<file path="config.mk">
export PLATFORM = sky130hd
export DESIGN_NAME = mux_scan_sequencer
export DESIGN_NICKNAME = d
export VERILOG_FILES = /design/src/rtl/mux_scan_sequencer.sv
export SDC_FILE = /design/constraint.sdc
export NUM_CORES = 1
export LEC_CHECK = 0
export CORE_ASPECT_RATIO = 1.1
export CORE_MARGIN = 2
export CORE_UTILIZATION = 56
export DETAILED_ROUTE_END_ITERATION = 6
export HOLD_SLACK_MARGIN = 0.03
export PLACE_DENSITY = 0.87
export SLEW_MARGIN = 0
export SYNTH_ARGS = -nofsm -noshare
export SYNTH_HDL_FRONTEND = slang
export SYNTH_SLANG_ARGS = --single-unit
</file>
<file path="constraint.sdc">
create_clock -name clk -period 4.8 [get_ports clk]
set_input_delay 0.96 -clock clk [delete_from_list [all_inputs] [get_ports clk]]
set_output_delay 0.96 -clock clk [all_outputs]
set_load 0.01 [all_outputs]
</file>
<file path="src/rtl/mux_scan_sequencer.sv">
// Select-line sequencer for a 4:1 mux: dwells on each enabled input, then emits a tagged sample.
// Optional SCAN_CNT_EN adds an 8-bit completed-pass counter output scan_cnt.
module mux_scan_sequencer #(
    parameter int DWELL = 4,
    parameter int CNT_W = 8
) (
    input  logic       clk,
    input  logic       rst,
    input  logic       start,
    input  logic       stop,
    input  logic       mode_cont,
    input  logic [3:0] ch_mask,
    input  logic       y_in,
    output logic       sa,
    output logic       sb,
    output logic       busy,
    output logic       sample_valid,
    output logic [1:0] sample_ch,
    output logic       sample_data,
    output logic       done
`ifdef SCAN_CNT_EN
    ,
    output logic [7:0] scan_cnt
`endif
);

    typedef enum logic {IDLE, SCAN} state_t;

    localparam logic [CNT_W-1:0] LAST = CNT_W'(DWELL - 1);

    state_t           state_q, state_d;
    logic [CNT_W-1:0] cnt_q, cnt_d;
    logic [1:0]       sel_q, sel_d;
    logic [3:0]       mask_q, mask_d;
    logic             mode_q, mode_d;
    logic             valid_q, valid_d;
    logic [1:0]       ch_q, ch_d;
    logic             data_q, data_d;
    logic             done_q, done_d;
    logic             pass_end;

    function automatic logic [1:0] lowest(input logic [3:0] m);
        logic [1:0] r;
        r = 2'd0;
        for (int i = 3; i >= 0; i--)
            if (m[i]) r = i[1:0];
        return r;
    endfunction

    function automatic logic [1:0] highest(input logic [3:0] m);
        logic [1:0] r;
        r = 2'd0;
        for (int i = 0; i < 4; i++)
            if (m[i]) r = i[1:0];
        return r;
    endfunction

    // Nearest enabled channel above s, wrapping; s itself if it is the only one.
    function automatic logic [1:0] next_ch(input logic [1:0] s, input logic [3:0] m);
        logic [1:0] r;
        logic [1:0] c;
        r = s;
        for (int k = 3; k >= 1; k--) begin
            c = s + 2'(k);
            if (m[c]) r = c;
        end
        return r;
    endfunction

    always_comb begin
        state_d  = state_q;
        cnt_d    = cnt_q;
        sel_d    = sel_q;
        mask_d   = mask_q;
        mode_d   = mode_q;
        valid_d  = 1'b0;
        ch_d     = ch_q;
        data_d   = data_q;
        done_d   = 1'b0;
        pass_end = 1'b0;
        unique case (state_q)
            IDLE: begin
                if (start && !stop && ch_mask != 4'd0) begin
                    state_d = SCAN;
                    mask_d  = ch_mask;
                    mode_d  = mode_cont;
                    sel_d   = lowest(ch_mask);
                    cnt_d   = '0;
                end
            end
            SCAN: begin
                if (stop) begin
                    state_d = IDLE;
                    cnt_d   = '0;
                end else if (cnt_q == LAST) begin
                    valid_d  = 1'b1;
                    ch_d     = sel_q;
                    data_d   = y_in;
                    cnt_d    = '0;
                    pass_end = (sel_q == highest(mask_q));
                    if (pass_end && !mode_q) begin
                        done_d  = 1'b1;
                        state_d = IDLE;
                    end else begin
                        sel_d = next_ch(sel_q, mask_q);
                    end
                end else begin
                    cnt_d = cnt_q + 1'b1;
                end
            end
            default: state_d = IDLE;
        endcase
    end

    always_ff @(posedge clk) begin
        if (rst) begin
            state_q <= IDLE;
            cnt_q   <= '0;
            sel_q   <= 2'd0;
            mask_q  <= 4'd0;
            mode_q  <= 1'b0;
            valid_q <= 1'b0;
            ch_q    <= 2'd0;
            data_q  <= 1'b0;
            done_q  <= 1'b0;
        end else begin
            state_q <= state_d;
            cnt_q   <= cnt_d;
            sel_q   <= sel_d;
            mask_q  <= mask_d;
            mode_q  <= mode_d;
            valid_q <= valid_d;
            ch_q    <= ch_d;
            data_q  <= data_d;
            done_q  <= done_d;
        end
    end

`ifdef SCAN_CNT_EN
    logic [7:0] pass_q;

    always_ff @(posedge clk) begin
        if (rst)
            pass_q <= 8'd0;
        else if (pass_end)
            pass_q <= pass_q + 8'd1;
    end

    assign scan_cnt = pass_q;
`endif

    assign sa           = sel_q[0];
    assign sb           = sel_q[1];
    assign busy         = (state_q == SCAN);
    assign sample_valid = valid_q;
    assign sample_ch    = ch_q;
    assign sample_data  = data_q;
    assign done         = done_q;

endmodule

</file>
* Word-level counts from Yosys, hierarchy flattened
Index checks and enable logic that the tools add are counted.
** Storage, ports and cells
- Register bits :: 21
- Latch bits :: 0
- RAM bits :: 0
- ROM bits :: 0
- Input port bits :: 10
- Word-level logic and storage cells :: 72
- Memories kept :: 0
** Cells by class
- Add/subtract/negate cells :: 4
- Multiply operators :: 0
- Divide/modulo/power cells :: 0
- $lt $le $gt $ge :: 3
- Equality and inequality tests :: 7
- Shift operators :: 0
- Muxes and demuxes :: 35
- Bitwise operators :: 3
- Reductions and logical operators :: 11
** Operator list (number)
- $mux W2 :: 16
- $mux W8 :: 3
- $pmux W8 S2 :: 1
- $mux W1 :: 10
- $lt A2 B3 Y1 const B :: 3
- $add A8 B1 Y8 const B :: 1
- $eq A8 B2 Y1 const B :: 1
- $bmux W1 S2 :: 3
- $ne A2 B2 Y1 const B :: 3
- $reduce_and A5 Y1 :: 1
- $add A2 B2 Y2 const B :: 2
- $ne A4 B1 Y1 const B :: 1
- $pmux W2 S2 :: 1
- $reduce_bool A4 Y1 :: 1
- $reduce_or A4 Y1 :: 1
- $logic_and A1 B1 Y1 :: 3
- $not A1 Y1 :: 3
- $reduce_and A3 Y1 :: 1
- $reduce_or A3 Y1 :: 1
- $add A2 B1 Y2 const B :: 1
- $eq A2 B2 Y1 :: 1
- $logic_not A1 Y1 :: 2
- $ne A2 B1 Y1 const B :: 1
- $pmux W1 S2 :: 1
- $reduce_and A2 Y1 :: 1

* Longest topological paths before layout
- Depth in word-level cells :: 12
- Gate-level depth with buffers :: 7
- Depth with buffers taken out :: 6

* Least setup slack after synthesis
Ideal clock, no wire load.
- Kind :: input to register
- Start point :: in ch_mask[2]
- End point :: reg sel_q[0]
- Arrival :: 2.183 ns
- Required time :: 4.679 ns
- Path slack :: 2.496 ns
- Cell stages on the path :: 5
- Buffers on the path :: 0
- Cells stage by stage :: or4_4 > a21oi_1 > a2111oi_4 > nand3_2 > mux2_4
** Between the ends
- Cells in the longest elaborated chain, start to end :: 5
- Elaborated cells between the ends (all ways) :: 9
** RTL lines
- from (decl) :: RTL line 12 : input logic [3:0] ch_mask,
- $mux W2 (3 in a row) :: RTL line 46 : if (m[i]) r = i[1:0];
- $mux W2 :: RTL line 83 : if (start && !stop && ch_mask != 4'd0) begin
- $pmux W2 S2 :: RTL line 81 : unique case (state_q)
- to (signal assigned) :: RTL line 129 : sel_q <= sel_d;
- to (decl) :: RTL line 33 : logic [1:0] sel_q, sel_d;
Parallel ways exist; a longest one is shown, timed or not. The select of a mux whose other input is x is not followed.
A chain may end at the register's enable or synchronous reset.

* Final worst setup path
- Start point :: reg sel_q[0]
- End point :: out sa
** RTL lines
- to (decl) :: RTL line 14 : output logic sa,
No word-level cell between the ends.

==> qor.csv <==
stage;metric;value;unit
sta;RSZ-0062 raised after global routing;false;
power_and_ir_drop;Peak VDD IR;0.000163;V
synthesis;commonest cells in the netlist;dfxtp_1 (21), nor2_1 (20), mux2i_1 (9);
clock_network;setup bufs post-CTS;0;
synthesis;EDFF count, synth;0;
drt;first drt pass iteration count;4;
drt;Vias;968;
sta;Setup TNS;0;ns
drt;Avg WL per Cell;13.5;um
placed_design;post-DP HPWL;1.75;mm
placed_design;placed insts;170;
worst_setup_path;Buf+Inv Stages, Crit Path;1;
grt;Tot GR Track Use;22.0;%
worst_setup_path;CP delay by family, top;flip-flops;
clock_network;Worst-Skew Late Latency;0.30;ns
clock_network;clock root buffer;clkbuf_4;
layout;P&R area growth vs syn;17.4;%
sta;fmax;391;MHz
clock_network;Max clock buf depth;2;
layout;fraction of layout cells with a size suffix above 1;11.0;%
synthesis;Post-Syn Instances;132;
hold_path;HP Class;reg2reg;
synthesis;Netlist cell types;43;
sta;Worst Max-Slew Pin Slew;0.618;ns
clock_network;post-cts sizing count;0;
drt;Routed WL;2.35;mm
worst_setup_path;Worst Path Required;3.84;ns
synthesis;Seq/Total Area, Yosys;36.0;%
sta;Final Cycle Share;53.3;%
worst_setup_path;Worst EP arrival;1.60;ns
worst_setup_path;crit-path max FO;16;
synthesis;Post-synth top flop;dfxtp_1;
synthesis;Avg Inst Size Synth;8.84;um2
synthesis;top cell type's share of synthesized area;36.0;%
sta;min cycle time layout;2.56;ns
sta;Fin. Hold Viols;0;
placed_design;pre-CTS WS;1.95;ns
layout;Non-Filler Instances;174;
synthesis;async set-reset flop share out of synthesis;0;%
clock_network;# H-tree levels;1;
synthesis;Syn Std Cell Area;0.00117;mm2
synthesis;Syn Nets;143;
drt;# DRC;0;
synthesis;Synth area leaders;dfxtp_1 (36%), mux2i_1 (7.7%), nor2_1 (6.4%);
clock_network;TritonCTS clock tree;done;
die;Starting Density;59.0;%
grt;number of global-route vias before repair;945;
grt;largest net degree at the start of global routing;17;
power_and_ir_drop;Pleak;0.000481;uW
worst_setup_path;Critical Path, Cell by Cell;clkdlybuf4s50_1;
layout;ant diodes;0;
die;die area;0.00247;mm2
clock_network;CTS clock-pin slew for the worst setup and hold paths;0.12;ns
sta;Pins Over Slew Limit;0;
placed_design;Port Buffers;17;
die;Ports;18;
grt;remaining global-route overflow;0;
layout;Net count, final;158;
die;Core ar.;0.00198;mm2
die;Die Y-Extent;51.9;um
flow_run;max-cap viol count;0;
worst_setup_path;Crit Path Category;reg2out;
grt;first-pass GRT wire length;3.95;mm
synthesis;most area-hungry cell type in the Yosys netlist;dfxtp_1;
grt;initial antenna violation count;0;
status;status;finished clean;
clock_network;CTS sink cnt;21;
worst_setup_path;Largest stage delay, worst path;0.67;ns
synthesis;Ys Warns;0;
placed_design;GP Congestion;0.818;
clock_network;Hold Buf Count CTS;0;
drt;Vias/cell;5.56;
sta;Slew headroom;58.7;%
sta;worst setup margin;2.24;ns
drt;number of DRC markers in iteration 0;24;
power_and_ir_drop;power density over the cells;241;mW/mm2
synthesis;count leader, synth;dfxtp_1;
worst_setup_path;startpoint types;flip-flop;
synthesis;post-synthesis register bit count;21;
sta;clk_skew;0.00304;ns
worst_setup_path;Worst path slowest cell;dfxtp_1;
die;Rows;17;
clock_network;cts bufs inserted;3;
worst_setup_path;Critical Path Sink Type;output pin;
drt;antenna-violating nets left;0;
die;Die Width;47.5;um
sta;Final setup viols;0;
==> through the flow <==
stage,total power [uW],util [%],hold slack [ns],area [um2]
after detailed placement,248,67.9,0.498,1340
final,330,69.3,0.517,1370
after global routing,343,69.3,0.556,1370
after global placement,246,67.9,0.477,1340
after floorplan,228,-,0.462,1170
after CTS,333,69.3,0.524,1370
==> path summary, 6_finish.rpt <==
path / depth (start not counted) / start / slack (ns) / to
setup / recovery: 1 / sel_q[0] / 2.24 / sa
hold / removal: 2 / sample_ch[0] / 0.52 / sample_ch[0]
setup reg to reg: 6 / cnt_q[0] / 2.74 / sel_q[0]
hold reg to reg: 2 / sample_ch[0] / 0.52 / sample_ch[0]
==> per-layer routing <==
layer,track usage [%],routed length [um],vias to the layer above
li1,-,-,495
met1,26.2,1020,461
met2,39.6,1270,10
met3,2.08,40,2
met4,7.21,14,0
met5,0,0,-
==> placed cells by master (no fill, tap or decap), types with 3 or more instances in the layout <==
master,synthesis,layout
a21oi_1,8,8
clkbuf_4,0,3
clkdlybuf4s50_1,0,17
dfxtp_1,21,21
mux2i_1,9,9
nand2_1,8,8
nand2b_1,3,3
nand4_1,3,3
nor2_1,20,20
nor2b_1,6,6
o21ai_0,4,4
xnor2_1,3,3
xor2_1,5,5
==> cells by family after synthesis <==
kind of cell	count (synthesis)	share of synthesized area [%]
AO/OA/AOI/OAI	24	15.7
XOR/XNOR	8	6.00
adder cells (fa/ha/maj)	1	1.07
buffers and inverters	9	3.21
flip-flops	21	36.0
multiplexers	10	9.00
AND/OR/NAND/NOR	59	29.0
==> registers in the layout, indices dropped and copies added (netlist names) <==
| register | flops |
|---|---|
| mode_q | 1 |
| busy | 1 |
| sel_q | 2 |
| done | 1 |
| sample_ch | 2 |
| mask_q | 4 |
| sample_valid | 1 |
| cnt_q | 8 |
| sample_data | 1 |
==> final cells by class <==
cell class              count  area, um2
multi-input cells         102        709
clock inverters             1       5.00
fillers                   166        608
flip-flops and latches     21        420
repair buffers             17        170
inverters                   2       7.51
clock buffers               3       22.5
well taps                  28       35.0
==> power breakdown <==
part	switching (uW)	internal [uW]	total, uW
clock network	54.5	31.0	85.5
logic	24.7	28.1	52.8
registers	12.0	179	191
(Power assumes the default switching activity.)
